===== config.mk =====
export PLATFORM = sky130hd
export DESIGN_NAME = ppad_port_sched
export DESIGN_NICKNAME = d
export VERILOG_FILES = /design/src/rtl/ppad_port_sched.sv
export SDC_FILE = /design/constraint.sdc
export NUM_CORES = 1
export LEC_CHECK = 0
export ABC_AREA = 1
export CAP_MARGIN = 20
export CORE_MARGIN = 2
export CORE_UTILIZATION = 64
export CTS_CLUSTER_DIAMETER = 60
export DETAILED_ROUTE_END_ITERATION = 12
export DONT_BUFFER_PORTS = 1
export PLACE_DENSITY_LB_ADDON = 0.25
export SETUP_SLACK_MARGIN = 0.05
export SYNTH_ARGS = -nofsm -noshare
export SYNTH_HDL_FRONTEND = slang
export SYNTH_SLANG_ARGS = --single-unit

===== constraint.sdc =====
create_clock -name i_clk -period 2.35 [get_ports i_clk]
set_clock_uncertainty 0.1 [all_clocks]
set_input_delay 0.1175 -clock i_clk [delete_from_list [all_inputs] [get_ports i_clk]]
set_output_delay 0.1175 -clock i_clk [all_outputs]
set_load 0.05 [all_outputs]

===== src/rtl/ppad_port_sched.sv =====
// ppad_port_sched: psum pad port scheduler for one PE.
//   Arbitrates the pad's single read port between MAIN (random-address reads)
//   and PS (path-stage drain reads), and gives SS (stage-in writes) the write
//   port. SS writes and PS reads walk a circular FIFO over the first size
//   entries of the pad; a pass bit per pointer separates full from empty.
// Ports:
//   i_clk, i_rst        clock, synchronous active-high reset
//   i_inst_reset        PE soft reset back to IDLE
//   i_stall             PE stall (RUN <-> STALL)
//   i_start/i_size/i_npass  job start with entries per pass and pass count
//   MAIN_rdy/MAIN_ack/i_main_raddr  MAIN read request, grant, address
//   SS_rdy/SS_ack       SS write request / accept
//   PS_rdy/PS_ack       PS read request / grant
//   o_rd/o_raddr        pad read enable / address
//   o_wr/o_waddr        pad write enable / address
//   o_rsel              registered read-data owner (01 MAIN, 10 PS)
//   o_ps_addr           current PS drain address
//   o_done              pulse when the final pass has drained
module ppad_port_sched #(
    parameter int unsigned ADDRWD     = 5,
    parameter int unsigned STARVE_MAX = 4,
    parameter int unsigned PASSWD     = 8
) (
    input  logic              i_clk,
    input  logic              i_rst,
    input  logic              i_inst_reset,
    input  logic              i_stall,
    input  logic              i_start,
    input  logic [ADDRWD:0]   i_size,
    input  logic [PASSWD-1:0] i_npass,
    input  logic              MAIN_rdy,
    output logic              MAIN_ack,
    input  logic [ADDRWD-1:0] i_main_raddr,
    input  logic              SS_rdy,
    output logic              SS_ack,
    input  logic              PS_rdy,
    output logic              PS_ack,
    output logic              o_rd,
    output logic [ADDRWD-1:0] o_raddr,
    output logic              o_wr,
    output logic [ADDRWD-1:0] o_waddr,
    output logic [1:0]        o_rsel,
    output logic [ADDRWD-1:0] o_ps_addr,
    output logic              o_done
);

    localparam int unsigned DEPTH = 1 << ADDRWD;
    localparam int unsigned SW    = (STARVE_MAX < 1) ? 1 : $clog2(STARVE_MAX + 1);

    typedef enum logic [1:0] {
        ST_IDLE,
        ST_RUN,
        ST_STALL
    } state_t;

    state_t            state_q, state_d;
    logic [ADDRWD:0]   size_q, size_d;
    logic [PASSWD-1:0] npass_q, npass_d;
    logic [PASSWD-1:0] pass_q, pass_d;
    logic [ADDRWD-1:0] wptr_q, wptr_d;
    logic [ADDRWD-1:0] rptr_q, rptr_d;
    logic              wbit_q, wbit_d;
    logic              rbit_q, rbit_d;
    logic [SW-1:0]     starve_q, starve_d;
    logic [1:0]        rsel_q, rsel_d;

    logic              run;
    logic              empty;
    logic              full;
    logic [ADDRWD-1:0] last_idx;
    logic              w_wrap;
    logic              r_wrap;
    logic              ss_ack;
    logic              ps_elig;
    logic              ps_force;
    logic              main_ack;
    logic              ps_ack;
    logic              final_rd;
    logic              done;
    logic [ADDRWD:0]   size_in;
    logic [PASSWD-1:0] npass_in;

    // Grants and FIFO status
    always_comb begin
        run      = (state_q == ST_RUN);
        empty    = (wptr_q == rptr_q) && (wbit_q == rbit_q);
        full     = (wptr_q == rptr_q) && (wbit_q != rbit_q);
        last_idx = ADDRWD'(size_q - 1'b1);
        w_wrap   = (wptr_q == last_idx);
        r_wrap   = (rptr_q == last_idx);
        ss_ack   = SS_rdy && run && !full;
        ps_elig  = PS_rdy && run && !empty;
        // Once PS has lost STARVE_MAX eligible cycles in a row it takes the port.
        ps_force = ps_elig && (starve_q == SW'(STARVE_MAX));
        main_ack = MAIN_rdy && !ps_force;
        ps_ack   = ps_elig && !main_ack;
        final_rd = ps_ack && r_wrap && ((pass_q + 1'b1) == npass_q);
        done     = final_rd && !i_inst_reset;

        if (i_size == '0) begin
            size_in = (ADDRWD + 1)'(1);
        end else if (i_size > (ADDRWD + 1)'(DEPTH)) begin
            size_in = (ADDRWD + 1)'(DEPTH);
        end else begin
            size_in = i_size;
        end
        npass_in = (i_npass == '0) ? PASSWD'(1) : i_npass;
    end

    // Next-state
    always_comb begin
        state_d  = state_q;
        size_d   = size_q;
        npass_d  = npass_q;
        pass_d   = pass_q;
        wptr_d   = wptr_q;
        rptr_d   = rptr_q;
        wbit_d   = wbit_q;
        rbit_d   = rbit_q;
        starve_d = starve_q;
        rsel_d   = {ps_ack, main_ack};

        case (state_q)
            ST_IDLE: begin
                pass_d   = '0;
                wptr_d   = '0;
                rptr_d   = '0;
                wbit_d   = 1'b0;
                rbit_d   = 1'b0;
                starve_d = '0;
                if (i_start) begin
                    state_d = ST_RUN;
                    size_d  = size_in;
                    npass_d = npass_in;
                end
            end
            ST_RUN, ST_STALL: begin
                if (ss_ack) begin
                    wptr_d = w_wrap ? '0 : wptr_q + 1'b1;
                    wbit_d = wbit_q ^ w_wrap;
                end
                if (ps_ack) begin
                    rptr_d = r_wrap ? '0 : rptr_q + 1'b1;
                    rbit_d = rbit_q ^ r_wrap;
                    if (r_wrap) begin
                        pass_d = pass_q + 1'b1;
                    end
                    starve_d = '0;
                end else if (ps_elig) begin
                    starve_d = starve_q + 1'b1;
                end

                if (state_q == ST_RUN) begin
                    if (final_rd) begin
                        // Leave the job with pointers parked at 0 so the
                        // address outputs read 0 while idle.
                        state_d  = ST_IDLE;
                        pass_d   = '0;
                        wptr_d   = '0;
                        rptr_d   = '0;
                        wbit_d   = 1'b0;
                        rbit_d   = 1'b0;
                        starve_d = '0;
                    end else if (i_stall) begin
                        state_d = ST_STALL;
                    end
                end else if (!i_stall) begin
                    state_d = ST_RUN;
                end
            end
            default: state_d = ST_IDLE;
        endcase

        if (i_inst_reset) begin
            state_d  = ST_IDLE;
            pass_d   = '0;
            wptr_d   = '0;
            rptr_d   = '0;
            wbit_d   = 1'b0;
            rbit_d   = 1'b0;
            starve_d = '0;
            rsel_d   = '0;
        end
    end

    always_ff @(posedge i_clk) begin
        if (i_rst) begin
            state_q  <= ST_IDLE;
            size_q   <= (ADDRWD + 1)'(1);
            npass_q  <= PASSWD'(1);
            pass_q   <= '0;
            wptr_q   <= '0;
            rptr_q   <= '0;
            wbit_q   <= 1'b0;
            rbit_q   <= 1'b0;
            starve_q <= '0;
            rsel_q   <= '0;
        end else begin
            state_q  <= state_d;
            size_q   <= size_d;
            npass_q  <= npass_d;
            pass_q   <= pass_d;
            wptr_q   <= wptr_d;
            rptr_q   <= rptr_d;
            wbit_q   <= wbit_d;
            rbit_q   <= rbit_d;
            starve_q <= starve_d;
            rsel_q   <= rsel_d;
        end
    end

    always_comb begin
        MAIN_ack  = main_ack;
        SS_ack    = ss_ack;
        PS_ack    = ps_ack;
        o_rd      = main_ack || ps_ack;
        o_raddr   = main_ack ? i_main_raddr : (ps_ack ? rptr_q : '0);
        o_wr      = ss_ack;
        o_waddr   = wptr_q;
        o_rsel    = rsel_q;
        o_ps_addr = rptr_q;
        o_done    = done;
    end

endmodule


==> run summary, run 1 <==
status: completed
Clock Sinks: 40
mean routed wirelength per cell: 15.84 µm
worst rel slew slack: 33.79%
syn avg cell area: 6.413 µm²
TNS Setup: 0 ns
Synthesized Nets: 499
Multi-input gate area: 0.001904 mm²
Fill cells: 279
P per Cell Area: 453.4 mW/mm²
Area growth, synth to finish: 23.82%
DR DRC count: 0
Synth Flop Type: dfxtp_1
post-synth cell types: 35
clock-pin transition on the worst setup and hold timing paths: 0.08 ns
Iteration-0 DRC Markers: 374
drt pass-1 iters: 5
Hold Crit Class: input port to register
first-pass GRT wire length: 14080 µm
static leakage: 0.001608 µW
Max VDD drop: 0.4000 mV
Crit path arrival time: 2.03 ns
Die ar.: 0.005190 mm²
CP Capture Type: primary output
latest clock arrival within the worst-skew pair: 0.30 ns
Final Hold Vio Count: 0
initial antenna violation count: 0
largest net degree at the start of global routing: 26
Remaining Overflow, GRT: 0
slowest stage delay, CP: 0.39 ns
TritonCTS clock tree: yes
Yosys top cell area share: 27.03%
Vias: 3301
mapped cell area: 0.002963 mm²
fraction of layout cells with a size suffix above 1: 23.27%
crit path launch: size_q[0]
I/O pin count: 50
Die Wd: 72.04 µm
Mapped Cells: 462
setup repair after global routing missed its margin: yes
routability congestion estimate: 0.9233
post-synth top area cell: dfxtp_1
vias in the first global route: 3131
worst path cell trace: inv_8 > ha_4 > inv_1 > nand2_1 > nand4_1 > nor2_2 > nand4_4 > nor2_8 > nand2_2 > nor2_4 > buf_12
number of synthesized flops with an enable pin: 0
Post-DP HPWL: 5507 µm
YS warnings: 0
Starting Density: 67.12%
Vias/cell: 5.905
Achievable Freq: 445.0 MHz
height of the die: 72.04 µm
max-cap violations: 0
gr usage total: 34.54%
Routed WL: 8856 µm
Synth area leaders: dfxtp_1 27%, nand2_1 19%, inv_1 7.5%
diode count: 0
Slew Viols, Final: 0
Core ar.: 0.004414 mm²
Seq cells post-synth: 40
Tcrit/Tclk final: 95.63%
Post-DRT Antenna Nets: 0
critical path's slowest cell: dfxtp_4
fin worst setup slack: 0.1028 ns
Post-layout nets: 543
actual slew at the worst max-slew pin: 0.9921 ns
r2r startpoint: size_q[0]
TritonCTS Buffers: 5
register area: 834.6 µm²
Async SR Flop Fraction: 0%
critical path class: register to primary output
Seq/Total Area, Yosys: 27.03%
Hold Startpoint: i_start
CP Launch Type: register
Core Rows: 24
Setup-failing EPs final: 0
minimum clock period: 2.247 ns
worst-path maximum fanout: 7
Port Buffers: 0
Worst Path Required: 2.13 ns
H-tree levels: 2
Placement Setup Slack: -0.03235 ns
CTS Buffer Depth: 2
Clock Tree Root: clkbuf_8
==> stage by stage <==
stage / instances / utilization (%) / hold WS [ns] / instance area (µm²) / total power (µW)
global placement: 522 / 71.88 / 0.08821 / 3173 / 1019
floorplan: 462 / - / 0.08657 / 3003 / 967.4
global route: 559 / 83.11 / 0.06495 / 3669 / 1724
finish: 559 / 83.11 / 0.06094 / 3669 / 1663
detailed placement: 522 / 71.88 / 0.08944 / 3173 / 1026
CTS: 557 / 80.78 / 0.001099 / 3566 / 1610
==> synthesized netlist by cell type (3+ instances only) <==
library cell / count
a21oi_1: 31
a21oi_2: 9
buf_2: 3
buf_4: 3
clkbuf_1: 6
dfxtp_1: 40
ha_1: 10
inv_1: 59
inv_2: 7
nand2_1: 149
nand2_2: 7
nand3_1: 36
nand3_2: 6
nand4_1: 12
nor2_1: 26
o211ai_1: 4
o21ai_0: 17
o21ai_2: 5
xor2_1: 11
==> power breakdown <==
part	total, µW	internal, µW	switching, µW
Combinational	369	131	238
Clock	578	316	262
Sequential	717	695	21.8
==> final cells by class <==
class / instances / share of cell area, %
Inverter: 66 / 7.231
Tap cell: 52 / 1.774
Clock buffer: 6 / 1.978
Timing Repair Buffer: 53 / 13.40
Sequential cell: 40 / 22.75
Clock inverter: 2 / 0.9550
Multi-Input combinational cell: 340 / 51.91
==> final timing paths <==
kind                 endpoint  slack [ns]  depth (start not counted)
setup / recovery       o_done        0.10                         11
hold / removal     npass_q[1]        0.06                          2
setup reg to reg    pass_q[5]        0.17                         14
hold reg to reg   starve_q[0]        0.38                          2
==> kinds of logic (layout without fill, tap and decap cells) <==
group / after synthesis / after routing / share of synthesized area [%]
compound gates: 69 / 69 / 14.65
xor+xnor: 12 / 12 / 3.547
fa+ha+maj: 10 / 10 / 4.223
buf+inv: 82 / 127 / 11.74
flops: 40 / 40 / 27.03
simple gates: 249 / 249 / 38.81
==> registers in the layout, indices dropped and copies added (netlist names) <==
| register | count |
|---|---|
| rbit_q | 1 |
| npass_q | 8 |
| pass_q | 8 |
| starve_q | 3 |
| wbit_q | 1 |
| o_ps_addr | 5 |
| size_q | 5 |
| o_waddr | 5 |
| state_q | 2 |
| o_rsel | 2 |
==> cell usage in the layout (no fill, tap or decap), drive strengths merged, types with 2 or more instances in the layout <==
cell           n
a21oi         40
buf           32
clkbuf         6
clkinvlp       2
dfxtp         40
dlygate4sd3   21
ha            10
inv           64
nand2        156
nand3         42
nand4         14
nor2          31
nor3           2
nor4           2
o211ai         5
o21ai         22
xor2          11
==> worst max-delay path, delay by kind of cell, from the launching register on <==
kind,cells,cell delay (ns)
adder cells (fa/ha/maj),1,0.28
buffers and inverters,3,0.24
AND/OR/NAND/NOR,7,0.82
flip-flops,1,0.39
==> timing repair <==
action,in CTS,in global routing
gates cloned,0,0
pin swaps,2,6
hold endpoints to repair,16,0
buffers inserted,6,2
setup endpoints to repair,11,24
hold buffers,21,0
resized for setup,3,30
==> layer usage <==
layer	share of wire [%]	vias to the layer above	track usage (%)
li1	-	1570	-
met1	40	1508	41.66
met2	48	185	57.72
met3	8.7	38	7.778
met4	3.3	0	17.61
met5	0	-	0
Power figures use the tool's default switching activity.
==> run 2: changes to the inputs <==
- clock period: 2.35 -> 2.45 ns (I/O delays scaled with it)
==> run summary, run 2 (synthesis gave the netlist of run 1 again) <==
Slew Viols, Final: 0
register area: 814.5 µm²
actual slew at the worst max-slew pin: 1.007 ns
fraction of layout cells with a size suffix above 1: 18.31%
Hold Crit Class: input port to register
Port Buffers: 0
Internal: 1291 µW
Combinational Power Share: 18.6%
clock-pin transition on the worst setup and hold timing paths: 0.08 ns
Setup-failing EPs final: 0
Post-DRT Antenna Nets: 0
Core ar.: 0.004414 mm²
Clock Sinks: 40
post-route cell area: 0.003556 mm²
CTS Buffer Depth: 2
worst path cell trace: inv_2 > ha_4 > nand2_2 > o21bai_2 > nand2_1 > nand2_1 > nand4_4 > nor2_8 > nand2_2 > nor2_4 > buf_12
Iteration-0 DRC Markers: 269
Hold Startpoint: i_npass[6]
Starting Density: 67.12%
max-cap violations: 0
P per Cell Area: 502.9 mW/mm²
Core Rows: 24
H-tree levels: 2
largest net degree at the start of global routing: 26
vias in the first global route: 2870
Multi-input gate area: 0.001864 mm²
Die ar.: 0.005190 mm²
CP top delay family: simple AND/OR/NAND/NOR gates
Fill cells: 294
most frequent cells in the layout: 148 x nand2_1, 58 x inv_1, 36 x nand3_1
switching fraction of total power: 27.79%
switching pwr: 497.0 µW
Tcrit/Tclk final: 98.81%
clock power share: 43.0%
worst-path maximum fanout: 7
initial antenna violation count: 0
setup repair after global routing missed its margin: yes
height of the die: 72.04 µm
Post-DP HPWL: 5534 µm
routability congestion estimate: 0.9091
Routed WL: 8463 µm
Die Wd: 72.04 µm
most common cell after layout, fill and taps aside: nand2_1
Vias/cell: 5.805
gr usage total: 31.90%
Post-layout nets: 533
first-pass GRT wire length: 13140 µm
critical path class: register to primary output
Final Hold Vio Count: 0
I/O pin count: 50
TritonCTS Buffers: 5
Achievable Freq: 413.1 MHz
Final Total Pwr: 1788 µW
static leakage: 0.001575 µW
Area growth, synth to finish: 20.02%
Remaining Overflow, GRT: 0
drt pass-1 iters: 5
latest clock arrival within the worst-skew pair: 0.30 ns
Crit path arrival time: 2.20 ns
Clock Tree Root: clkbuf_8
slowest stage delay, CP: 0.34 ns
Vias: 3187
sum of buffers and inverters on the critical path: 2
status: completed
DR DRC count: 0
CP Launch Type: register
crit path launch: size_q[0]
minimum clock period: 2.421 ns
worst rel slew slack: 32.80%
Worst Path Required: 2.23 ns
critical path's slowest cell: dfxtp_2
Max VDD drop: 0.3141 mV
TritonCTS clock tree: yes
diode count: 0
Largest regs: npass_q: 8 flops, pass_q: 8 flops
mean routed wirelength per cell: 15.42 µm
Area after DPL: 0.003133 mm²
register share of total power: 38.4%
r2r startpoint: size_q[0]
CP Capture Type: primary output
[run 2: worst min-delay path, cell delays in order]
cell	delay, ns
nor4_1	0.03
a21oi_1	0.14
o211ai_1	0.10
[run 2: area by class of cell]
type | instances | area share [%]
Timing Repair Buffer | 43 | 11.29
Inverter | 66 | 7.072
Clock inverter | 3 | 2.533
Tap cell | 52 | 1.830
Sequential cell | 40 | 22.91
Clock buffer | 5 | 1.935
Multi-Input combinational cell | 340 | 52.43
[run 2: final timing paths]
path                end  slack (ns)  depth (start not counted)
max              o_done        0.03                         11
min          npass_q[0]        0.04                          3
max reg2reg   pass_q[0]        0.19                         12
min reg2reg  npass_q[1]        0.38                          2
[run 2: per-layer routing]
layer	global-route usage (%)	wire length [µm]	share of wire [%]
met3	4.306	759	9.0
met2	53.81	4001	47
met5	0	0	0
met4	7.128	201	2.4
met1	43.61	3500	41
[run 2: metrics by stage]
| stage | hold slack [ns] | util [%] | cells | setup WS, ns | setup TNS (ns) |
|---|---|---|---|---|---|
| 6_report | 0.03650 | 80.56 | 549 | 0.02912 | 0 |
| 5_1_grt | 0.03141 | 80.56 | 549 | -0.06875 | -0.06875 |
| 4_1_cts | 0.01563 | 79.68 | 549 | 0.05517 | 0 |
| 3_5_place_dp | 0.09482 | 70.98 | 519 | 0.2128 | 0 |
| 3_3_place_gp | 0.09297 | 70.98 | 519 | 0.2958 | 0 |
| 2_1_floorplan | 0.09157 | - | 462 | 0.06327 | 0 |
[run 2: power groups by stage]
stage	logic [µW]	registers, µW	clock network, µW
finish	332	687	769
detailed placement	281	703	0
floorplan	227	701	0
CTS	310	688	766
global route	359	690	792
global placement	273	702	0
[run 2: timing repair]
| item | CTS | global route |
|---|---|---|
| setup buffers | 2 | 0 |
| hold buffers | 20 | 0 |
| endpoints found under the setup margin | 2 | 22 |
| gates resized for setup | 4 | 10 |
| pin swaps | 1 | 1 |
| hold endpoints to repair | 16 | 0 |
